==> config.mk <==
export PLATFORM = sky130hd
export DESIGN_NAME = id_ex_stage
export DESIGN_NICKNAME = d
export VERILOG_FILES = /design/src/rtl/id_ex_pkg.sv /design/src/rtl/pipe_skid_buf.sv /design/src/rtl/id_ex_stage.sv
export SDC_FILE = /design/constraint.sdc
export NUM_CORES = 1
export LEC_CHECK = 0
export ABC_AREA = 1
export CAP_MARGIN = 5
export CORE_UTILIZATION = 25
export DETAILED_ROUTE_END_ITERATION = 10
export MAX_ROUTING_LAYER = met4
export PLACE_DENSITY = 0.54
export SETUP_SLACK_MARGIN = 0.2
export SYNTH_ARGS = -nofsm -noshare
export SYNTH_HDL_FRONTEND = slang
export SYNTH_HIERARCHICAL = 1
export SYNTH_SLANG_ARGS = --single-unit
==> constraint.sdc <==
create_clock -name clk -period 1.71 [get_ports clk]
set_input_delay 0.342 -clock clk [delete_from_list [all_inputs] [get_ports clk]]
set_output_delay 0.342 -clock clk [all_outputs]
set_load 0.005 [all_outputs]
==> src/rtl/id_ex_pkg.sv <==
// Types shared by the ID/EX and EX/MEM pipeline registers: control bundle,
// default-width payload record and the bubble (NOP) masking helper.
package id_ex_pkg;

  localparam int ALU_OP_W  = 6;
  localparam int DEF_LANES = 4;
  localparam int DEF_ADDR_W = 5;
  localparam int DEF_IMM_W = 32;

  typedef struct packed {
    logic                reg_dst;
    logic                branch;
    logic                write_signal;
    logic                mem_to_reg;
    logic                alu_src;
    logic                reg_write;
    logic                is_mem_inst;
    logic                is_word;
    logic                halted;
    logic [ALU_OP_W-1:0] alu_op;
  } ctrl_t;

  // Payload layout at the default widths; stages built with other widths
  // declare the same field order resized to their own parameters.
  typedef struct packed {
    ctrl_t                  ctrl;
    logic [DEF_IMM_W-1:0]   pc_plus_4;
    logic [DEF_IMM_W-1:0]   imm;
    logic [DEF_LANES*8-1:0] rs_data;
    logic [DEF_LANES*8-1:0] rt_data;
    logic [DEF_ADDR_W-1:0]  rt_addr;
    logic [DEF_ADDR_W-1:0]  rd_addr;
  } ex_payload_t;

  // A bubble must never commit architectural state downstream.
  function automatic ctrl_t bubble_mask(input ctrl_t c, input logic valid);
    ctrl_t m;
    m = c;
    if (!valid) begin
      m.reg_write    = 1'b0;
      m.write_signal = 1'b0;
      m.branch       = 1'b0;
      m.halted       = 1'b0;
    end
    return m;
  endfunction

endpackage

==> src/rtl/pipe_skid_buf.sv <==
// Generic pipeline register for any payload type T, with flush.
// Default: single entry. ID_EX_SKID_EN: two-entry skid buffer, registered in_ready.
module pipe_skid_buf #(
  parameter type T = logic [7:0]
) (
  input  logic clk,
  input  logic rst_n,
  input  logic flush,
  input  logic accept_en,
  input  logic in_valid,
  output logic in_ready,
  input  T     in_data,
  output logic out_valid,
  input  logic out_ready,
  output T     out_data
);

  // Handshake: a beat moves on an edge where valid && ready on that side;
  // a presented output beat stays unchanged until out_ready is seen, and
  // flush drops every held beat while refusing the one offered that cycle.
  logic accept;
  assign accept = in_valid && in_ready;

`ifdef ID_EX_SKID_EN

  logic skid_valid;
  T     skid_data;

  // Depends only on state and flush; out_ready never reaches in_ready.
  assign in_ready = accept_en && !flush && !skid_valid;

  always_ff @(posedge clk or negedge rst_n) begin
    if (!rst_n) begin
      out_valid  <= 1'b0;
      out_data   <= '0;
      skid_valid <= 1'b0;
      skid_data  <= '0;
    end else if (flush) begin
      out_valid  <= 1'b0;
      skid_valid <= 1'b0;
    end else if (out_valid && !out_ready) begin
      if (accept) begin
        skid_valid <= 1'b1;
        skid_data  <= in_data;
      end
    end else if (skid_valid) begin
      out_valid  <= 1'b1;
      out_data   <= skid_data;
      skid_valid <= 1'b0;
    end else if (accept) begin
      out_valid <= 1'b1;
      out_data  <= in_data;
    end else begin
      out_valid <= 1'b0;
    end
  end

`else

  assign in_ready = accept_en && !flush && (!out_valid || out_ready);

  always_ff @(posedge clk or negedge rst_n) begin
    if (!rst_n) begin
      out_valid <= 1'b0;
      out_data  <= '0;
    end else if (flush) begin
      out_valid <= 1'b0;
    end else if (accept) begin
      out_valid <= 1'b1;
      out_data  <= in_data;
    end else if (out_ready) begin
      out_valid <= 1'b0;
    end
  end

`endif

endmodule

==> src/rtl/id_ex_stage.sv <==
// ID/EX pipeline register: packs decode outputs into one payload, holds it
// through back-pressure and flush, and latches a sticky halt. Option: ID_EX_SKID_EN.
module id_ex_stage
  import id_ex_pkg::*;
#(
  parameter int LANES  = 4,
  parameter int ADDR_W = 5,
  parameter int IMM_W  = 32
) (
  input  logic                 clk,
  input  logic                 rst_n,
  input  logic                 flush,
  input  logic                 in_valid,
  output logic                 in_ready,
  input  ctrl_t                in_ctrl,
  input  logic [IMM_W-1:0]     in_pc_plus_4,
  input  logic [IMM_W-1:0]     in_imm,
  input  logic [LANES*8-1:0]   in_rs_data,
  input  logic [LANES*8-1:0]   in_rt_data,
  input  logic [ADDR_W-1:0]    in_rt_addr,
  input  logic [ADDR_W-1:0]    in_rd_addr,
  output logic                 out_valid,
  input  logic                 out_ready,
  output ctrl_t                out_ctrl,
  output logic [IMM_W-1:0]     out_pc_plus_4,
  output logic [IMM_W-1:0]     out_imm,
  output logic [LANES*8-1:0]   out_rs_data,
  output logic [LANES*8-1:0]   out_rt_data,
  output logic [ADDR_W-1:0]    out_rt_addr,
  output logic [ADDR_W-1:0]    out_rd_addr,
  output logic                 halted_seen
);

  // Same field order as ex_payload_t, sized by this instance's parameters.
  typedef struct packed {
    ctrl_t                ctrl;
    logic [IMM_W-1:0]     pc_plus_4;
    logic [IMM_W-1:0]     imm;
    logic [LANES*8-1:0]   rs_data;
    logic [LANES*8-1:0]   rt_data;
    logic [ADDR_W-1:0]    rt_addr;
    logic [ADDR_W-1:0]    rd_addr;
  } payload_t;

  payload_t pl_in;
  payload_t pl_out;
  logic     init_done;
  logic     accept_en;
  logic     buf_out_valid;

  // init_done keeps the stage closed for the first cycle after reset release.
  always_ff @(posedge clk or negedge rst_n) begin
    if (!rst_n) begin
      init_done   <= 1'b0;
      halted_seen <= 1'b0;
    end else begin
      init_done <= 1'b1;
      if (in_valid && in_ready && in_ctrl.halted) begin
        halted_seen <= 1'b1;
      end
    end
  end

  assign accept_en = init_done && !halted_seen;

  always_comb begin
    pl_in           = '0;
    pl_in.ctrl      = in_ctrl;
    pl_in.pc_plus_4 = in_pc_plus_4;
    pl_in.imm       = in_imm;
    pl_in.rs_data   = in_rs_data;
    pl_in.rt_data   = in_rt_data;
    pl_in.rt_addr   = in_rt_addr;
    pl_in.rd_addr   = in_rd_addr;
  end

  pipe_skid_buf #(
    .T(payload_t)
  ) u_buf (
    .clk       (clk),
    .rst_n     (rst_n),
    .flush     (flush),
    .accept_en (accept_en),
    .in_valid  (in_valid),
    .in_ready  (in_ready),
    .in_data   (pl_in),
    .out_valid (buf_out_valid),
    .out_ready (out_ready),
    .out_data  (pl_out)
  );

  assign out_valid     = buf_out_valid;
  assign out_ctrl      = bubble_mask(pl_out.ctrl, buf_out_valid);
  assign out_pc_plus_4 = pl_out.pc_plus_4;
  assign out_imm       = pl_out.imm;
  assign out_rs_data   = pl_out.rs_data;
  assign out_rt_data   = pl_out.rt_data;
  assign out_rt_addr   = pl_out.rt_addr;
  assign out_rd_addr   = pl_out.rd_addr;

endmodule

# Word-level counts from Yosys, hierarchy flattened
# Index checks and enable logic that the tools add are counted.
[totals] word_cells=37 regBits=156 out_inout_bits=156
[op_classes] n_reduce_logical=11 n_bitwise=1 muxes=6
[ops] operator="1-bit logical AND" count=5
[ops] operator="1-bit two-way mux" count=5
[ops] operator="1-bit zero test" count=3
[ops] operator="3-bit nonzero test" count=1
[ops] operator="2-bit two-way mux" count=1
[ops] operator="2-bit AND reduction" count=1
[ops] operator="1-bit logical OR" count=1
[ops] operator="1-bit inverter" count=1

# Logic depth before layout (Yosys ltp)
[logic_depth] depth_word=7 depth_mapped=10 depth_no_buf=7

# Hierarchy
# Netlist, hierarchy kept.
[by_module_without_submodules] mod="pipe_skid_buf" cells_per_inst=688 seq_area_each_um2=3853.7 instances=1 area_each_um2=6378.6
[by_module_without_submodules] mod="id_ex_stage" cells_per_inst=16 seq_area_each_um2=50.0 instances=1 area_each_um2=103.8

# Least setup slack after synthesis
# Ideal clock, no wire load.
[synth_timing] path_type="register to output" from="reg halted_seen" to="out in_ready" n_path_buf=2 path_stages_with_launch=7 required_ns=1.368 t_arrival_ns=1.006 slack_ns=0.362 path_cell_list="dfrtp_1 > nor2_1 > inv_1 > nor2_2 > buf_4 > buf_6 > and2_1"
[synth_between] elab_chain_len=4
[synth_rtl] item="start, declared" line="id_ex_stage.sv:31" source="output logic halted_seen"
[synth_rtl] item="start signal, assigned" line="id_ex_stage.sv:55" source="halted_seen <= 1'b0;"
[synth_rtl] item="start signal, assigned" line="id_ex_stage.sv:59" source="halted_seen <= 1'b1;"
[synth_rtl] item="1-bit zero test" line="id_ex_stage.sv:64" source="assign accept_en = init_done && !halted_seen;"
[synth_rtl] item="1-bit logical AND" line="id_ex_stage.sv:64"
[synth_rtl] item="net accept_en" line="id_ex_stage.sv:48" source="logic accept_en;"
[synth_rtl] item="1-bit logical AND (2 in a row)" line="pipe_skid_buf.sv:60" source="assign in_ready = accept_en && !flush && (!out_valid || out_ready);"
[synth_rtl] item="end, declared" line="id_ex_stage.sv:14" source="output logic in_ready,"
# The timed path passes the listed nets, and every way through them passes these cells.

# Worst setup path after layout
[layout_timing] from="reg halted_seen" to="reg u_buf/out_data[38] (netlist bit)"
[layout_between] elab_chain_len=6
[layout_rtl] item="1-bit zero test" line="id_ex_stage.sv:64"
[layout_rtl] item="1-bit logical AND" line="id_ex_stage.sv:64"
[layout_rtl] item="net accept_en" line="id_ex_stage.sv:48"
[layout_rtl] item="1-bit logical AND (2 in a row)" line="pipe_skid_buf.sv:60"
[layout_rtl] item="1-bit logical AND" line="pipe_skid_buf.sv:22" source="assign accept = in_valid && in_ready;"
[layout_rtl] item="2-bit AND reduction (no source line)"
[layout_rtl] item="end signal, assigned" line="pipe_skid_buf.sv:70" source="out_data <= in_data;"
[layout_rtl] item="end, declared" line="pipe_skid_buf.sv:15" source="output T out_data"
# The timed path passes the listed nets, and every way through them passes these cells.
# A chain may end at the register's enable or synchronous reset.

==> impl_metrics.toml <==
[run_status]
status = "finished clean"

[grt]
met1_usage = 0.2531
grt.met3_usage = 0.06221
use_met2 = 0.3197
grt_max_degree = 101
grt_pass1_wl_mm = 38.97
grt_pass1_vias = 6383
grt_usage = 0.2013
overflow = 0
antenna_found_initial = 0
grt-busiest-layer = "met2"

[critical_path]
cp_num_buf_inv = 6
crit_slowest_cell = "dfrtp_1"
path_cells = "nor2_1 > inv_1 > nor2_4 > buf_6 > buf_6 > nand3_4 > buf_12 > buf_12 > bufbuf_16 > nand2_1 > nand2_1"
path_class = "reg2reg"
endpoint_kind = "register"
start_kind = "register"
critPathRequiredTime_ps = 2030
ff2ff_path_depth = 11
reg2reg_to = "u_buf/out_data[38]$_DFFE_PN0P_"
crit_family = "buffers and inverters"
crit_path_max_fanout = 10
slowest_delay_ps = 380
regToRegSetupSlack_ps = 7
cp.arrival_ps = 2020
r2r-start = "halted_seen$_DFFE_PN0P_"

[power_and_ir_drop]
clockPowerShare = 0.435
cellPowerDensity_mw_per_mm2 = 726.7
power_leakage_nw = 6.239
switching_share = 0.2605
power.switching_mw = 2.217
ir_drop_mv = 0.4340
p_int_mw = 6.291
seq_power_share = 0.460
finalPower_mw = 8.507
pwr-share-comb = 0.105

[flow_run]
cap_viol_max_count = 0

[timing]
min_period_ps = 1703
rsz0062_at_grt = "yes"
final-setup-viol-count = 0
slew_headroom = 0.6627
clock_skew_ps = 16.17
slew_violations = 0
fmax_mhz = 587.0
holdWs_ps = 386.5
finalCritPeriodShare = 0.9962
postLayoutSetupSlackWorst_ps = 6.557
hold_viol_final = 0
setup_tns_ps = 0
worstMarginPinSlew_ps = 505.9

[logic_synthesis]
syn_nets = 862
syn_area_per_cell_um2 = 9.208
synth-seq-cells = 156
ys_seq_area_frac = 0.6022
yosys.cell_types.count = 14
syn_area_mm2 = 0.006482
synth.top_cell.area_share = 0.6022
yosysWarnings = 6
synthTopCellsByArea = "dfrtp_1, nand2_1, nand4_1"
yosysTopAreaCell = "dfrtp_1"
synthCells = 704

[clock_tree]
path_clk_slew_ps = 70
cts_tree = "yes"
cts_sinks = 156
numCtsBuffers = 17
clock_latency_ps = 430
clock_path_buffers = 2
cts-root-buf = "clkbuf_16"
cts_max_level = 4

[cells_and_area]
layout.nets = 1201
layout_commonest_cell = "nand2_1"
instances_no_fill = 1386
final_layout_size_suffix_gt1_frac = 0.1856
fillers = 2529
area_growth_pct = 80.60
postLayoutCoreUtil = 0.4623
diodes = 0
post-route-cell-area_mm2 = 0.01171
layout_common_cells = "nand2_1, dfrtp_1, clkdlybuf4s50_1, nand4_1, dlygate4sd2_1"

[routing]
drt-total-wl_mm = 28.44
drc_errors = 0
routedWlPerCell_um = 20.52
vias = 6549
vias_per_cell = 4.725
postRouteAntennaNets = 0
drtIter0Drc = 397
drt-pass1-iter-count = 4

[place]
dpl_cell_area_mm2 = 0.009937
gp_congestion = 0.7211
post-place-ws_ps = -324.4
io_buffers = 313
dp_cells = 1300
hpwlAfterDp_mm = 14.58

[die]
die_h_um = 163.0
rows = 58
ios = 314
fp.dieW_um = 163.0
start_util = 0.2560
dieArea_mm2 = 0.02658
core_area_mm2 = 0.02533

[min_path]
min_path_type = "in2async"
## worst max path at each step
stage / slack [ps] / startpoint / end / cells past startpoint
final: 7 / halted_seen$_DFFE_PN0P_ / u_buf/out_data[38]$_DFFE_PN0P_ / 11
after global routing: -100 / halted_seen$_DFFE_PN0P_ / u_buf/out_data[19]$_DFFE_PN0P_ / 11
after CTS: 3 / halted_seen$_DFFE_PN0P_ / in_ready / 5
after detailed placement: -320 / flush / in_ready / 4
after global placement: -320 / flush / in_ready / 4
after floorplan: 360 / halted_seen$_DFFE_PN0P_ / in_ready / 6
## layer usage
metal  vias up  wire length, µm
met4         0              231
met5         -                0
met2       266            13230
met3        12             2311
met1      3187            12660
li1       3084                -
## flip-flops by register name, indices dropped and copies added (netlist names)
signal           flops
init_done            1
u_buf/out_data     153
halted_seen          1
u_buf/out_valid      1
## Yosys cell counts
cell type and count:
inv_1 8, buf_4 2, nor2_2 1, dfrtp_1 156, nand4_1 153, buf_6 8, o21ai_0 1, nand2_1 312
clkbuf_1 8, buf_2 50, nor2_1 1, and2_1 1, conb_1 1, nand3_1 2
## power groups by stage
stage | Combinational (mW) | Sequential [mW] | Clock, mW
floorplan | 0.149 | 3.98 | 0
global placement | 0.958 | 3.97 | 0
detailed placement | 0.959 | 3.97 | 0
CTS | 0.878 | 3.90 | 3.83
global route | 0.970 | 3.93 | 3.99
finish | 0.891 | 3.91 | 3.70
## area by class of cell
type | instances | area, µm² | share of cell area
timing repair buffer | 388 | 4332 | 0.3700
sequential | 156 | 3904 | 0.3334
multi-input combinational | 472 | 2474 | 0.2113
clock buffer | 17 | 425.4 | 0.03634
tap | 330 | 412.9 | 0.03527
clock inverter | 15 | 130.1 | 0.01111
inverter | 8 | 30.03 | 0.002565
## cells by family after synthesis
family                 after synthesis  share of synthesized area
and+or+nand+nor                    470                     0.3324
other                                1                  0.0005785
buffers and inverters               76                    0.06408
AOI/OAI and AO/OA                    1                  0.0007713
DFF                                156                     0.6022
## timing repair
action                                  in CTS  in global routing
hold buffers                                 1                  0
hold endpoints to repair                    27                  0
gates cloned                                16                 14
setup buffers                               19                  4
endpoints found under the setup margin     274                163
pin swaps                                    2                  7
resized for setup                          211                115
(Power assumes the default switching activity.)
